[config.mk]
export PLATFORM = sky130hd
export DESIGN_NAME = instr_fetch_sequencer
export DESIGN_NICKNAME = d
export VERILOG_FILES = /design/src/rtl/instr_fetch_sequencer.sv
export SDC_FILE = /design/constraint.sdc
export NUM_CORES = 1
export LEC_CHECK = 0
export ABC_CLOCK_PERIOD_IN_PS = 3590
export CAP_MARGIN = 25
export CORE_UTILIZATION = 30
export DETAILED_ROUTE_END_ITERATION = 16
export PLACE_DENSITY = 0.69
export SLEW_MARGIN = 20
export SYNTH_ARGS = -nofsm -noshare
export SYNTH_HDL_FRONTEND = slang
export SYNTH_SLANG_ARGS = --single-unit
[constraint.sdc]
create_clock -name clk -period 3.59 [get_ports clk]
set_input_delay 0.359 -clock clk [delete_from_list [all_inputs] [get_ports clk]]
set_output_delay 0.359 -clock clk [all_outputs]
set_load 0.005 [all_outputs]
[src/rtl/instr_fetch_sequencer.sv]
// Fetch/issue/update sequencer: fetches one word per instruction, decodes the
// branch class, holds it for execute, then takes the branch unit's next PC.
module instr_fetch_sequencer #(
    parameter logic [31:0] RESET_PC    = 32'd0,
    parameter logic [5:0]  HALT_OPCODE = 6'b111111
) (
    input  logic        clk,
    input  logic        rst,
    output logic        imem_req,
    output logic [31:0] imem_addr,
    input  logic        imem_ack,
    input  logic [31:0] imem_rdata,
    output logic [31:0] instr,
    output logic        instr_valid,
    input  logic        instr_ready,
    output logic [31:0] pc_cur,
    output logic [1:0]  branch_control_signal,
    output logic [5:0]  ins_func_code,
    output logic [31:0] dest_addr,
    input  logic [31:0] next_pc,
    output logic        link_we,
    output logic [31:0] link_data,
    output logic        halted
);

    typedef enum logic [1:0] {S_FETCH, S_ISSUE, S_UPDATE, S_HALT} state_t;

    typedef struct packed {
        logic [31:0] instr;
        logic [1:0]  ctrl;
        logic [5:0]  func;
        logic [31:0] dest;
    } dec_t;

    localparam dec_t DEC_RST = '{instr: 32'd0, ctrl: 2'b11, func: 6'd0, dest: 32'd0};

    function automatic dec_t decode(input logic [31:0] w);
        dec_t d;
        d.instr = w;
        case (w[31:26])
            6'b000101: d.ctrl = 2'b00;
            6'b000110: d.ctrl = 2'b01;
            6'b000111: d.ctrl = 2'b10;
            default:   d.ctrl = 2'b11;
        endcase
        d.func = w[5:0];
        d.dest = {12'b0, w[25:6]};
        return d;
    endfunction

    state_t      state_q, state_d;
    dec_t        dec_q;
    logic [31:0] pc_q;

    always_ff @(posedge clk) begin
        if (rst) state_q <= S_FETCH;
        else     state_q <= state_d;
    end

    // Decoded fields are registered at fetch so execute sees stable values.
    always_ff @(posedge clk) begin
        if (rst) begin
            pc_q  <= RESET_PC;
            dec_q <= DEC_RST;
        end else begin
            if (state_q == S_FETCH && imem_ack) dec_q <= decode(imem_rdata);
            if (state_q == S_UPDATE)            pc_q  <= next_pc;
        end
    end

    always_comb begin
        state_d     = state_q;
        imem_req    = 1'b0;
        instr_valid = 1'b0;
        link_we     = 1'b0;
        halted      = 1'b0;
        case (state_q)
            S_FETCH: begin
                imem_req = 1'b1;
                if (imem_ack)
                    state_d = (imem_rdata[31:26] == HALT_OPCODE) ? S_HALT : S_ISSUE;
            end
            S_ISSUE: begin
                instr_valid = 1'b1;
                if (instr_ready) state_d = S_UPDATE;
            end
            S_UPDATE: begin
                link_we = (dec_q.ctrl == 2'b10);
                state_d = S_FETCH;
            end
            S_HALT: begin
                halted = 1'b1;
            end
            default: state_d = S_FETCH;
        endcase
    end

    assign imem_addr             = pc_q;
    assign pc_cur                = pc_q;
    assign instr                 = dec_q.instr;
    assign branch_control_signal = dec_q.ctrl;
    assign ins_func_code         = dec_q.func;
    assign dest_addr             = dec_q.dest;
    assign link_data             = pc_q + 32'd1;

endmodule

== After elaboration in Yosys (flattened, before gate mapping) ==
Cells that the tools add are included.
Cells by class
  add/sub/neg operators: 1
  reductions and logical operators: 4
  eq/ne operators: 10
  mux-type cells: 9
Operators with widths (number)
  32-bit by 1-bit adder with 32-bit output (second input constant): 1
  6-bit by 3-bit == test with 1-bit output (second input constant): 3
  2-bit case mux with 3 select lines: 2
  2-bit == test (second input constant): 3
  6-bit == test (second input constant): 1
  2-bit 2-to-1 mux: 3
  1-bit 2-to-1 mux: 4
  2-bit != test (second input constant): 2
  3-bit AND reduction: 1
  3-bit nonzero test: 1
  2-bit by 1-bit == test with 1-bit output (second input constant): 1
  2-bit zero test: 1
  1-bit logical AND: 1
Storage, ports and cells
  input bits: 68
  word-level logic and storage cells: 30
  register bits: 94
  output and inout bits: 172

== Longest topological paths before layout ==
Gate-level depths: netlist of run 1.
  word-level depth: 4
  depth in mapped cells: 7
  depth with buffers taken out: 6

== Least setup slack after synthesis of run 1 ==
Ideal clock, no wire load.
  path kind: reg-to-output
  from: reg pc_q[10], in the netlist imem_addr[10]
  to: out link_data[26]
  cell stages (with the launch flop): 6
  arrival time: 1.467 ns
  buffers on the path: 1
  slack: 1.764 ns
  cells stage by stage: dfxtp_1 > nand4_2 > nor4_4 > buf_6 > nand4_1 > xnor2_1
Between the ends
  longest elaborated chain between the ends: 1
Ends and longest elaborated chain
  start: declaration: RTL line 53  | logic [31:0] pc_q;
  start signal: assignment: RTL line 67  | if (state_q == S_UPDATE) pc_q <= next_pc;
  32-bit by 1-bit adder with 32-bit output: RTL line 104  | assign link_data = pc_q + 32'd1;
  end: declaration: RTL line 22  | output logic [31:0] link_data,
Every way passes these cells.

== Final worst setup path of run 1 ==
  from: reg pc_q[16], in the netlist imem_addr[16]
  to: out link_data[30]
Same word-level chain as after synthesis.

==> results.md, run 1 <==
* Run status: complete, no violations
* Crit Path Max Fanout at 9
* Core box area at 11660 um^2
* Antenna viol nets, final at 0
* Post-route clock skew at 4.657 ps
* Net Sw Power at 980.4 uW
* Initial antenna violation count at 0
* Clock power share at 0.266
* Most frequent cells in the layout: 226 x clkdlybuf4s50_1, 73 x nand2_1, 68 x dfxtp_1, 33 x nor2_1, 33 x a21oi_1
* Synthesis-to-finish area growth at 60.36%
* Clk buf depth at 2
* Synth unique cells at 32
* Total CTS buffers at 9
* Synth top area share at 0.3718
* Drc violations at 0
* R2r setup slk at 1620 ps
* Port Buffers at 227
* Die area at 12650 um^2
* Worst Path Required at 3230 ps
* Starting density of the core at 0.3139
* Vias per cell at 4.566
* Net count, final at 669
* Comb power frac at 0.395
* Commonest non-fill, non-tap cell in the layout: clkdlybuf4s50_1
* FILL cells at 1113
* Die X at 112.5 um
* Startpoint Class: register
* Setup ws final at 715.1 ps
* CP most frequent cell: and4_1
* Final setup vio count at 0
* FMAX at 347.8 MHz
* Final period util at 0.8008
* Leading area contributor after synthesis: dfxtp_1
* Sw Share at 0.3025
* Synth Cell Area at 3661 um^2
* Internal power at 2261 uW
* Worst Hold Class: reg -> reg
* Slew @ Worst Pin at 864.3 ps
* IO Pins at 240
* Flops & latches, synth at 68
* MaxCap Viol Count at 0
* Crit path kind: reg -> out
* Final Slew Violations at 0
* CP arrival at 2520 ps
* Hold Vio Cnt, Final at 0
* Relative slew slack at 0.4238
* Clk sink count at 68
* Largest net degree at the start of global routing at 34
* Peak VDD IR at 0.2581 mV
* Clock-pin slew on the worst setup and hold paths at 60 ps
* Synth Area per Inst at 8.436 um^2
* Layout cells sized above 1 at 0.05158
* Post-Synthesis Cells at 434
* Worst stage delay on the critical path at 540 ps
* Post-CTS sizing at 0
* CP Capture Type: output port
* Pwr/cell area at 552.2 nW/um^2
* Via count at 3397
* Final GP Congestion at 0.8146
* RSZ-0062 raised after global routing: no
* Number of diodes at 0
* Hold buffer count at CTS at 0
* Initial DRC count at 202
* CTS tree: done
* Worst path slowest cell: clkdlybuf4s50_1
* CTS H-Tree Depth at 3
* First-pass GRT wire length at 16660 um
* Seq pwr share at 0.340
* Initial DRT Pass Iterations at 4
* Top post-synthesis cells by area: dfxtp_1 37%, buf_4 15%, mux2i_1 8.7%, nand2_1 7.5%, xnor2_1 6.7%
* Root buf cell: clkbuf_16
* Clk_lat worst skew at 320 ps
* Vias in the first global route at 3298
* Leak pwr at 0.002131 uW
* Minimum clock period at 2875 ps
* Sequence of cells on the critical path: and4_1 -> and4_1 -> nand4_1 -> xnor2_1 -> clkdlybuf4s50_1
* Setup bufs post-CTS at 0
* Total number of yosys warnings at 0
* Post-DP HPWL at 8110 um
* Dpl ws at 1021 ps
* WL per Instance at 14.31 um
* Remaining Overflow, GRT at 0
* Die H at 112.5 um
* Register area share after synthesis at 0.3718
* # rows at 39
* Routed WL at 10640 um
* Setup TNS at 0 ps
* GRT Util Overall at 0.1664
[final cells by class]
type	instances	area [um^2]	area share
clock buffer	9	225.2	0.03836
clock inverter	7	67.56	0.01151
inverter	4	15.01	0.002558
multi-input combinational	280	1690	0.2879
sequential	68	1361	0.2319
tap	143	178.9	0.03048
timing repair buffer	233	2332	0.3973
[layer usage]
metal / global-route usage / wire length, um / vias up
li1: - / - / 1679
met1: 0.1862 / 4346 / 1547
met2: 0.2994 / 5303 / 159
met3: 0.05292 / 869 / 12
met4: 0.05244 / 124 / 0
met5: 0 / 0 / -
[sequential cells by signal (all words and copies together) (netlist names)]
register / cells
branch_control_signal: 2
instr: 32
imem_addr: 32
state_q: 2
[power by group through the flow]
stage	Clock [uW]	Combinational [uW]	Sequential, uW
global placement	0	1270	1110
global route	922	1380	1130
floorplan	0	616	1080
CTS	889	1300	1100
finish	861	1280	1100
detailed placement	0	1290	1120
[cell families (layout without fill, tap and decap cells)]
logic type / Yosys count / count (layout) / share of synthesized area
xor+xnor: 31 / 31 / 0.07417
buf+inv: 97 / 253 / 0.1784
simple gates: 162 / 162 / 0.2157
fa+ha+maj: 5 / 5 / 0.01709
flops: 68 / 68 / 0.3718
mux: 32 / 32 / 0.08749
compound gates: 38 / 38 / 0.05434
other cells: 1 / 12 / 0.001024
[cell usage after synthesis (all sizes together)]
library cell  count
a21oi            33
o311ai            1
dfxtp            68
a211oi            2
and3b             1
and4              6
inv               4
nand2b            4
and3              5
buf              82
nand3            12
conb              1
nor4b             1
xor2              3
xnor2            28
nor2             33
mux2i            32
ha                5
nand4            17
clkbuf           11
and2              5
nand2            73
o21ai             2
nor3              3
or2               1
nor4              1
[critical path: cells and delay by family (launching register included)]
kind          cells  cell delay, ps
xor+xnor          1             220
flops             1             530
buf+inv           1             540
simple gates      3             900
[final timing paths]
check                                endpoint           from  depth (start not counted)
worst max-delay path            link_data[30]  imem_addr[16]                          5
worst min-delay path                instr[31]      instr[31]                          2
worst max register to register      instr[23]     state_q[0]                          6
worst min register to register      instr[31]      instr[31]                          2
[per-stage QoR]
stage          hold slack [ps]    util  instance area, um^2  total power (uW)  cells
3_3_place_gp             440.5  0.4753                 5543              2375    726
2_1_floorplan            452.7       -                 3702              1697    445
5_1_grt                  481.2  0.5034                 5871              3435    744
3_5_place_dp             448.5  0.4783                 5578              2408    728
6_report                 452.7  0.5034                 5871              3242    744
4_1_cts                  454.3  0.5034                 5871              3289    744
No activity file was read; power rests on OpenSTA's default activity.
==> inputs of run 2 (changes only) <==
Settings changed: ABC_CLOCK_PERIOD_IN_PS 3590 to 3000.
Clock period 3.59 ns to 3 ns, I/O delays scaled along.
==> results.md, run 2 (synthesis gave the netlist of run 1 again) <==
* Run status: complete, no violations
* Final Slew Violations at 0 (unchanged)
* Clk sink count at 68 (unchanged)
* Post-CTS sizing at 0 (unchanged)
* Worst Hold Class: reg -> reg
* Crit path kind: reg -> out
* Vias in the first global route at 3224 (-2.2%)
* Dpl ws at 604.7 ps (-416.2 ps)
* Die area at 12650 um^2 (unchanged)
* Total CTS buffers at 9 (unchanged)
* Relative slew slack at 0.4952 (+0.07136)
* Worst hold start: instr[29]
* Root buf cell: clkbuf_16
* Clock-pin slew on the worst setup and hold paths at 60 ps (about the same)
* Minimum clock period at 2743 ps
* Post-DP HPWL at 8212 um (+1.3%)
* Post-DP Area at 5578 um^2 (unchanged)
* Core box area at 11660 um^2 (unchanged)
* Non-Filler Instances at 744 (unchanged)
* RSZ-0062 raised after global routing: no
* Remaining Overflow, GRT at 0 (unchanged)
* FILL cells at 1109 (-0.36%)
* Number of diodes at 0 (unchanged)
* Final period util at 0.9145
* Worst reg2reg path depth at 5 (-1)
* Startpoint Class: register
* Setup ws final at 256.6 ps (-458.5 ps)
* Largest net degree at the start of global routing at 41 (+21%)
* Leak pwr at 0.002141 uW (+0.48%)
* Peak VDD IR at 0.3142 mV (+22%)
* Slew @ Worst Pin at 757.3 ps (-107.0 ps)
* Initial DRT Pass Iterations at 4 (unchanged)
* Hold Vio Cnt, Final at 0 (unchanged)
* Net count, final at 669 (unchanged)
* Port Buffers at 227 (unchanged)
* Crit Path Max Fanout at 16 (+7)
* Clk_lat worst skew at 330 ps (about the same)
* Die X at 112.5 um (unchanged)
* CTS H-Tree Depth at 3 (unchanged)
* Layout cells sized above 1 at 0.05158 (unchanged)
* Clk buf depth at 2 (unchanged)
* Pwr/cell area at 667.5 nW/um^2 (+21%)
* FF-to-FF End: state_q[0]
* R2r setup slk at 1110 ps (-510 ps)
* Post-route cell area at 5877 um^2 (+0.11%)
* CTS tree: done
* Post-route clock skew at 7.418 ps (+2.761 ps)
* FF-to-FF Start: state_q[0]
* Hold buffer count at CTS at 0 (unchanged)
* FMAX at 364.5 MHz
* Hold depth at 2 (unchanged)
* Final setup vio count at 0 (unchanged)
* Initial DRC count at 186 (-7.9%)
* Via count at 3380 (-0.50%)
* CP Capture Type: output port
* Starting density of the core at 0.3139 (unchanged)
* WL per Instance at 14.45 um (+0.99%)
* Synthesis-to-finish area growth at 60.53%
* CP arrival at 2440 ps (-80 ps)
* # rows at 39 (unchanged)
* Hold path endpoint: instr[29]
* GRT Util Overall at 0.1683 (+0.001868)
* MaxCap Viol Count at 0 (unchanged)
* Antenna viol nets, final at 0 (unchanged)
* Drc violations at 0 (unchanged)
* First-pass GRT wire length at 16860 um (+1.2%)
* Die H at 112.5 um (unchanged)
* Setup bufs post-CTS at 0 (unchanged)
* Commonest non-fill, non-tap cell in the layout: clkdlybuf4s50_1
* Most frequent cells in the layout: 226 x clkdlybuf4s50_1, 73 x nand2_1, 68 x dfxtp_1, 33 x nor2_1, 33 x a21oi_1
* IO Pins at 240 (unchanged)
* Worst Path Required at 2700 ps (-530 ps)
* Routed WL at 10750 um (+0.99%)
* Vias per cell at 4.543 (-0.50%)
* Setup TNS at 0 ps (unchanged)
* Initial antenna violation count at 0 (unchanged)
* Placed cell count at 728 (unchanged)
* Final GP Congestion at 0.8263 (+1.4%)
run 2: cell count changes in the layout (fill, tap and decap cells not counted), sizes merged:
cell | before | now
clkinvlp | 3 | 1
inv | 4 | 6
run 2: routing by layer:
metal,up-vias,share of wire,global-route usage
met5,-,0,0
met4,0,0.0097,0.04533
met3,9,0.084,0.05670
met2,153,0.50,0.3077
met1,1541,0.40,0.1853
li1,1677,-,-
run 2: worst max path at each step:
stage / from / to / slack (ps) / depth (start not counted)
6_report: imem_addr[4] / link_data[18] / 260 / 6
5_1_grt: imem_addr[0] / link_data[10] / 60 / 6
4_1_cts: imem_addr[0] / link_data[12] / 250 / 6
3_5_place_dp: imem_addr[6] / link_data[18] / 600 / 6
3_3_place_gp: imem_addr[6] / link_data[18] / 610 / 6
2_1_floorplan: imem_addr[10] / link_data[26] / 1230 / 5
run 2: report_power, final:
part	internal (uW)	leakage (uW)	switching, uW	total, uW
clock	647	0.000146	412	1060
sequential	1080	0.000555	234	1310
combinational	1000	0.00144	550	1550
total	2730	0.00214	1200	3920
run 2: cell type report:
| cell class | instances | area (um^2) | share of cell area |
|---|---|---|---|
| timing repair buffer | 233 | 2332 | 0.3968 |
| clock inverter | 7 | 73.82 | 0.01256 |
| clock buffer | 9 | 225.2 | 0.03832 |
| sequential | 68 | 1361 | 0.2316 |
| multi-input combinational | 280 | 1690 | 0.2876 |
| inverter | 4 | 15.01 | 0.002555 |
| tap | 143 | 178.9 | 0.03045 |
run 2: through the flow:
step	utilization	hold WS [ps]	power (uW)
global route	0.5039	480.5	4170
floorplan	-	436.0	2031
finish	0.5039	452.5	3923
detailed placement	0.4783	446.2	2898
global placement	0.4759	440.8	2846
CTS	0.5039	454.0	3982
run 2: worst max-delay path: stages, from the launching register on:
cell and delay (ps):
dfxtp_1 480, nand4_2 200, nor4_4 250, buf_4 260, nand4_1 150, xnor2_1 230
clkdlybuf4s50_1 540
==> inputs of run 3 (changes only) <==
Settings changed: CORE_UTILIZATION 30 to 37, PLACE_DENSITY 0.69 to 0.82.
==> results.md, run 3 (synthesis gave the netlist of run 1 again) <==
* Peak VDD IR at 0.3386 mV (+7.8%)
* Internal power at 2663 uW (-2.4%)
* MaxCap Viol Count at 0 (unchanged)
* Worst hold start: rst
* Final GP Congestion at 0.8075 (-2.3%)
* Comb power frac at 0.405 (+0.010)
* Starting density of the core at 0.3888 (+0.07492)
* Clk buf depth at 2 (unchanged)
* Worst stage delay on the critical path at 520 ps (-20 ps)
* RSZ-0062 raised after global routing: no
* Remaining Overflow, GRT at 0 (unchanged)
* Startpoint Class: register
* Placed cell count at 713 (-2.1%)
* Vias in the first global route at 3153 (-2.2%)
* FF-to-FF Start: state_q[0]
* Post-route clock skew at 7.339 ps (-0.07894 ps)
* Clk_lat worst skew at 330 ps (about the same)
* Commonest non-fill, non-tap cell in the layout: clkdlybuf4s50_1
* Worst path slowest cell: clkdlybuf4s50_1
* Register Area at 1361 um^2 (unchanged)
* GRT Util Overall at 0.1927 (+0.02448)
* Run status: complete, no violations
* Layout cells sized above 1 at 0.04992 (-0.001664)
* First-pass GRT wire length at 15530 um (-7.9%)
* Final Slew Violations at 0 (unchanged)
* FMAX at 366.7 MHz (+0.59%)
* Core box area at 9415 um^2 (-19%)
* Synthesis-to-finish area growth at 58.37%
* IO Pins at 240 (unchanged)
* Root buf cell: clkbuf_8
* Hold buffer count at CTS at 0 (unchanged)
* Vias per cell at 4.663 (+2.6%)
* Port Buffers at 227 (unchanged)
* Initial DRC count at 72 (-61%)
* Clock-pin slew on the worst setup and hold paths at 70 ps (about the same)
* WL per Instance at 13.95 um (-3.4%)
* Overall power at 3768 uW (-3.9%)
* CP most frequent cell: and4_1
* Number of diodes at 0 (unchanged)
* Hold path endpoint: imem_addr[26]
* Slew @ Worst Pin at 660.7 ps (-96.59 ps)
* Leak pwr at 0.002116 uW (-1.2%)
* Seq pwr share at 0.346 (+0.011)
* Die X at 101.5 um (-9.8%)
* Worst Hold Class: in -> reg
* Core Util, Final at 0.6158 (+0.1119)
* Sw Share at 0.2933 (-0.01143)
* Initial antenna violation count at 0 (unchanged)
* Post-CTS sizing at 0 (unchanged)
* Final period util at 0.9091 (-0.005343)
* FILL cells at 829 (-25%)
* CTS tree: done
* Worst reg2reg path depth at 5 (unchanged)
* Hold depth at 2 (unchanged)
* Largest net degree at the start of global routing at 43 (+4.9%)
* Minimum clock period at 2727 ps (-16.03 ps)
* Most frequent cells in the layout: 226 x clkdlybuf4s50_1, 73 x nand2_1, 68 x dfxtp_1, 33 x nor2_1, 33 x a21oi_1
* Final setup vio count at 0 (unchanged)
* Via count at 3404 (+0.71%)
* Net count, final at 669 (unchanged)
* Multi-input gate area at 1690 um^2 (unchanged)
* Crit path kind: reg -> out
* Die H at 101.5 um (-9.8%)
* # rows at 35 (-10%)
* Drc violations at 0 (unchanged)
* Relative slew slack at 0.5540 (+0.05880)
* Setup TNS at 0 ps (unchanged)
* CTS H-Tree Depth at 3 (unchanged)
* Pwr/cell area at 649.9 nW/um^2 (-2.6%)
* R2r setup slk at 1310 ps (+200 ps)
* FF-to-FF End: state_q[1]
* Clk sink count at 68 (unchanged)
* Post-DP HPWL at 7893 um (-3.9%)
* Crit Path Max Fanout at 9 (-7)
* Setup bufs post-CTS at 0 (unchanged)
* Net Sw Power at 1105 uW (-7.5%)
* Initial DRT Pass Iterations at 4 (unchanged)
* CP Capture Type: output port
* Antenna viol nets, final at 0 (unchanged)
* Non-Filler Instances at 730 (-1.9%)
* Die area at 10300 um^2 (-19%)
* Total CTS buffers at 9 (unchanged)
* Routed WL at 10190 um (-5.2%)
* Clock power share at 0.248 (-0.022)
* Worst Path Required at 2700 ps (about the same)
* CP arrival at 2430 ps (about the same)
* Hold Vio Cnt, Final at 0 (unchanged)
* Sequence of cells on the critical path: and4_1 -> and4_1 -> nand4_2 -> xnor2_1 -> clkdlybuf4s50_1
-- run 3: cell count changes in the layout (fill, tap and decap cells not counted), sizes merged --
cell | before | now
clkinv | 3 | 1
clkbuf | 9 | 12
bufinv | 1 | 3
inv | 6 | 4
clkinvlp | 1 | 0
-- run 3: worst max-delay path by stage --
stage / endpoint / cells after the start / startpoint
3_3_place_gp: link_data[31] / 5 / imem_addr[17]
4_1_cts: link_data[31] / 5 / imem_addr[17]
5_1_grt: link_data[15] / 5 / imem_addr[4]
6_report: link_data[31] / 5 / imem_addr[17]
3_5_place_dp: link_data[31] / 5 / imem_addr[17]
2_1_floorplan: link_data[26] / 5 / imem_addr[10]
-- run 3: power groups by stage --
stage	registers [uW]	clock network [uW]	logic, uW
detailed placement	1330	0	1530
global route	1340	997	1650
global placement	1310	0	1520
floorplan	1290	0	738
finish	1310	935	1530
CTS	1310	962	1540
-- run 3: final cells by class --
cell class	count	area share
multi-input cells	280	0.2915
clock inverters	4	0.01640
inverters	4	0.002590
flip-flops and latches	68	0.2348
repair buffers	233	0.4001
clock buffers	12	0.02676
well taps	129	0.02784
-- run 3: stage by stage --
stage                     setup WS, ps  cell area, um^2  hold WS [ps]
after floorplan                   1233             3702         436.0
after CTS                        199.0             5783         393.2
after detailed placement         581.3             5533         448.1
final                            272.6             5798         407.6
after global routing             87.37             5798         413.9
after global placement           632.5             5533         442.7
-- run 3: per-layer routing --
| layer | global-route usage | vias up | part of all wire |
|---|---|---|---|
| met5 | 0 | - | 0 |
| met4 | 0.05909 | 0 | 0.013 |
| met3 | 0.04831 | 12 | 0.070 |
| met2 | 0.3621 | 145 | 0.52 |
| met1 | 0.2120 | 1564 | 0.40 |
| li1 | - | 1683 | - |
-- run 3: worst max-delay path: cells and delay by family (launching register included) --
kind                      cells  cell delay, ps
and+or+nand+nor               3             920
buffers and inverters         1             520
DFF                           1             480
xor gates and xnor gates      1             180
==> edit 1, RTL diff (flow settings as in run 3) <==
Make the reset (`rst`) asynchronous in 2 clocked blocks.
--- a/src/rtl/instr_fetch_sequencer.sv
+++ b/src/rtl/instr_fetch_sequencer.sv
@@ -54,3 +54,3 @@
 
-    always_ff @(posedge clk) begin
+    always_ff @(posedge clk or posedge rst) begin
         if (rst) state_q <= S_FETCH;
@@ -60,3 +60,3 @@
     // Decoded fields are registered at fetch so execute sees stable values.
-    always_ff @(posedge clk) begin
+    always_ff @(posedge clk or posedge rst) begin
         if (rst) begin
Check against the original RTL: differs if rst is asserted again (counterexample within 4 cycles, from zero or initial values and one cycle with rst high); with rst held inactive, the same outputs for 10 cycles.
==> edit 1 against run 3 <==
  * Cell area increased by 2.2%
  * Synthesized area increased by 3.4%
  * Sequential share of layout area increased by 5.3 points
  * Wire length decreased by 4.5%
  * Via count decreased by 12%
  * Core utilization decreased by 1.5 points
  * Critical path depth increased by 2
  * Sequential cell count unchanged
  * Worst setup slack got worse by 0.076 ns
  * Count of clock-buffer cells in the layout unchanged
  * Largest cell class unchanged
Power is not compared: it rests on default switching activity, and its combinational part moved more than twofold at a synthesized area within 25%.
==> edit 1: results (changes against run 3) <==
Min path
The worst hold-check path type is in2async.

Cells and area
The total of fill cells in the finished design is 815 (-1.7%). The number of non-filler instances in the completed layout was 642 (-12%). The fraction of layout instances using a drive strength above 1 was 17.88% (+13 points).

The register area is 0.001704 mm^2 (+25%).

Placed design
The routability congestion estimate from global placement is 0.7778 (-3.7%). The cell area reported after detailed placement was 0.005762 mm^2 (+4.1%). The count of placed standard cells including taps is 625 (-12%). The estimated wirelength of the detail-placed design is 7437 um (-5.8%).

Logic synthesis
The fraction of the yosys area taken by sequential cells is 45.02% (+7.8 points). The complex-gate fraction of the synthesized area is 1.554% (-3.9 points). The synthesized-area fraction occupied by adder cells is 1.653% (-0.056 points). The most used flip-flop cell after synthesis is dfrtp_1.

The multiplexer area fraction after synthesis is 18.45% (+9.7 points). The fraction of synthesized cell area in xor and xnor cells was 7.174% (-0.24 points). The post-synthesis instance total is 327 (-25%). After synthesis, the cell types taking the most area are dfrtp_1 (44%), mux2_2 (18%), buf_4 (14%).

Drt
The length of routed met3 wiring is 795 um (+12%). The routed metal-1 wirelength was 3723 um (-8.5%). The per-cell routed wire length came to 15.15 um (+8.6%). The length of routed met2 wiring is 5018 um (-4.8%).

Timing
The worst clock skew on the final layout is 0.006868 ns (-0.0004707 ns). The normalized max-slew margin is 49.72% (-5.7 points).

Global routing
The global-route wire length before repair is 14670 um (-5.5%).

Status
The flow ran to the end, and the final reports show no timing, DRC or antenna violations.

Setup path
The arrival time of the worst setup path came to 2.50 ns (+0.07 ns).
==> edit 1: changes by cell type after synthesis, sizes merged, moves of 28 or more <==
cell   delta
dfxtp    -68
dfrtp    +66
mux2     +62
nand2    -59
mux2i    -32
a21oi    -28
==> edit 1: final timing paths <==
kind,from,to,slack (ns),cells after the start
setup / recovery,imem_addr[0],link_data[28],0.20,7
hold reg to reg,instr[30],instr[30],0.51,1
hold / removal,rst,instr[20],0.43,2
max in group asynchronous,rst,instr[8],1.91,3
min in group clk,instr[30],instr[30],0.51,1
setup reg to reg,state_q[0],imem_addr[31],1.20,4
==> edit 1: through the flow <==
stage / utilization, % / hold WS, ns / setup slack (ns) / power [mW]
floorplan: - / 0.4168 / 0.9918 / 3.677
global placement: 58.41 / 0.4902 / 0.4908 / 5.647
detailed placement: 58.41 / 0.4986 / 0.4483 / 5.753
CTS: 59.93 / 0.4428 / 0.01562 / 6.415
global route: 60.08 / 0.5074 / 0.01703 / 6.791
finish: 60.08 / 0.4293 / 0.1970 / 6.332
==> edit 1: cell families after synthesis <==
family                     count (synthesis)
buffers and inverters                     86
adders and majority gates                  5
AOI/OAI and AO/OA                         10
and+or+nand+nor                           64
other                                      1
muxes                                     62
xor gates and xnor gates                  31
DFF                                       68
==> edit 1: critical path: cells and delay by family, from the launching register on <==
family        cells  cell delay (ns)
simple gates      3             0.54
xor+xnor          1             0.14
fa+ha+maj         1             0.28
buf+inv           2             0.73
flops             1             0.46
==> edit 1: cell type report <==
type,count,share of cell area [%]
Timing Repair Buffer,234,39.43
Sequential cell,68,28.75
Multi-Input combinational cell,184,25.97
Tap cell,133,2.808
Clock buffer,12,2.280
Inverter,8,0.5067
Clock inverter,3,0.2533
==> edit 1: layer usage <==
metal | global-route usage [%] | up-vias
met3 | 5.559 | 14
met5 | 0 | -
met2 | 32.72 | 148
li1 | - | 1389
met4 | 8.234 | 0
met1 | 19.70 | 1447
==> edit 1: what timing repair did <==
| action | in CTS | in global routing |
|---|---|---|
| resized for setup | 0 | 0 |
| buffers inserted | 0 | 2 |
| setup endpoints to repair | 0 | 9 |
==> edit 1: power groups by stage <==
stage | Clock (mW) | Combinational [mW] | Sequential (mW)
6_report | 0.626 | 3.72 | 1.99
5_1_grt | 0.684 | 4.03 | 2.08
4_1_cts | 0.649 | 3.77 | 1.99
3_5_place_dp | 0 | 3.75 | 2.00
3_3_place_gp | 0 | 3.69 | 1.96
2_1_floorplan | 0 | 1.73 | 1.95
==> edit 2, RTL diff (config.mk and constraints of run 3) <==
Made on the original files. The 4 states of `state_t` get a one-hot encoding in 4 bits.
--- a/src/rtl/instr_fetch_sequencer.sv
+++ b/src/rtl/instr_fetch_sequencer.sv
@@ -25,3 +25,3 @@
 
-    typedef enum logic [1:0] {S_FETCH, S_ISSUE, S_UPDATE, S_HALT} state_t;
+    typedef enum logic [3:0] {S_FETCH = 4'b0001, S_ISSUE = 4'b0010, S_UPDATE = 4'b0100, S_HALT = 4'b1000} state_t;
 
Check against the original RTL: same outputs for any inputs over 4 cycles, from zero or initial values and one cycle with rst high; so few cycles prove little.
==> edit 2 against run 3 <==
  * Worst setup slack lost 0.12 ns
  * Wire length increased by 8.9%
  * Core utilization increased by 1.0 points
  * Global-route usage increased by 2.1 points
  * Sequential cell count increased by 2
  * Synthesized area down 0.79%
  * Clock skew about the same
  * First-iteration DRC count rose by 5.6%
  * Cell area up 1.2%
Power is not compared: it rests on default switching activity, and its combinational part moved more than twofold at a synthesized area within 25%.
==> edit 2: results (changes against run 3) <==
Global routing
The via count of the first global-routing pass is 3471 (+10%). The met2 track demand over resource in global routing is 39.72% (+3.5 points). The global routing usage summed across all routing layers came to 21.39% (+2.1 points).

The met3 layer usage reported by global route was 6.380% (+1.5 points). The met1 usage is 23.23% (+2.0 points). The global-route wire length before repair is 17040 um (+9.8%). The largest net degree at the start of global routing is 41 (-4.7%).

Clock network
The total number of clock tree sinks came to 70 (+2.9%).

Logic synthesis
The fraction of the yosys area taken by sequential cells was 38.58% (+1.4 points). The complex-gate fraction of the synthesized area is 9.852% (+4.4 points). Counting instances in the post-synthesis netlist gives the leading cell types as nand2_1 (140), buf_4 (70), dfxtp_1 (70), a21oi_1 (65). The number of distinct standard cells referenced by the synthesized netlist was 30 (-6.3%). The fraction of synthesized cell area in xor and xnor cells is 7.475% (+0.059 points). The synthesized-area fraction occupied by adder cells is 0.3445% (-1.4 points). The multiplexer area fraction after synthesis is 0% (-8.7 points).

Placed design
The number of input and output port buffers inserted was 227 (unchanged). The routability congestion estimate from global placement is 0.8382 (+3.8%). The setup slack after placement is 0.1139 ns (-0.4674 ns).

Setup path
The largest driver fanout on the critical path is 7 (-2). The critical path endpoint is link_data[24]. The launch point of the critical path is imem_addr[4].

The arrival time of the worst setup path is 2.55 ns (+0.12 ns). In this run the critical register-to-register path is launched from state_q[1]. The delay of the slowest cell on the worst path came to 0.64 ns (+0.12 ns). The standard cell with the maximum stage delay on the critical path is or4_4. The endpoint identified for the worst register-to-register timing path is branch_control_signal[0].

Cells and area
The clock buffer count in the final layout is 9 (-3). The total of fill cells in the finished design is 851 (+2.7%). The count of buffers not belonging to the clock network in the layout came to 235 (+0.86%). The clock-cell share of area was 4.584% (+0.27 points).

The sequential share of cell area was 24.01% (+0.53 points). The final-layout non-clock buffer area share is 39.62% (-0.39 points). The final net count is 707 (+5.7%). The count of multi-input combinational gates is 316 (+13%). The area occupied by multi-input gates is 0.001682 mm^2 (-0.52%).

Min path
In this run the worst hold path is classified as reg2reg.

Timing
The transition time at the pin with the least slew margin is 0.5954 ns (-0.06527 ns). The post-route worst setup slack is 0.1509 ns (-0.1218 ns).

Drt
The count of vias placed by the detailed router was 3659 (+7.5%). The length of routed met2 wiring is 5951 um (+13%). The per-cell routed wire length is 14.36 um (+2.9%). The routed metal-1 wirelength came to 4223 um (+3.7%). The number of design-rule violations left by the first detailed-router iteration is 76 (+5.6%).

Status
The run finished with clean final reports.
edit 2: cell types whose count changed after synthesis, moves of 10 or more:
cell     before  now
xor2_1        3   13
nor2_1       33    8
xnor2_1      28   18
nand2_1      73  140
a21oi_1      33   65
mux2i_1      32    0
edit 2: power groups by stage:
stage	combinational [mW]	clock, mW	sequential (mW)
2_1_floorplan	0.129	0	1.00
3_3_place_gp	0.302	0	1.00
3_5_place_dp	0.307	0	1.01
4_1_cts	0.309	1.04	0.983
5_1_grt	0.334	1.08	0.987
6_report	0.306	1.01	0.983
edit 2: through the flow:
step	total power, mW	area (um^2)	cells	hold WS, ns
2_1_floorplan	1.134	3674	485	0.4360
3_3_place_gp	1.306	5543	755	0.4421
3_5_place_dp	1.312	5543	755	0.4507
4_1_cts	2.328	5853	772	0.4616
5_1_grt	2.403	5868	772	0.4895
6_report	2.299	5868	772	0.4591
edit 2: worst register-to-register path, delay by kind of cell, from the launching register on:
kind / cells / cell delay (ns)
AND/OR/NAND/NOR: 3 / 1.28
flip-flops: 1 / 0.34
AO/OA/AOI/OAI: 1 / 0.07
buffers and inverters: 1 / 0.28
edit 2: how the worst min path moves through the flow:
stage	from	endpoint	slack, ns	depth (start not counted)
2_1_floorplan	imem_rdata[26]	instr[26]	0.44	2
3_3_place_gp	instr[26]	instr[26]	0.44	2
3_5_place_dp	instr[31]	instr[31]	0.45	2
4_1_cts	instr[31]	instr[31]	0.46	2
5_1_grt	imem_rdata[20]	instr[20]	0.49	3
6_report	instr[31]	instr[31]	0.46	2
edit 2: timing repair:
action,CTS,global route
gates resized for setup,11,3
gates cloned,0,0
endpoints found under the hold margin,0,0
buffers inserted,1,0
setup endpoints to repair,7,6
pin swaps,3,1
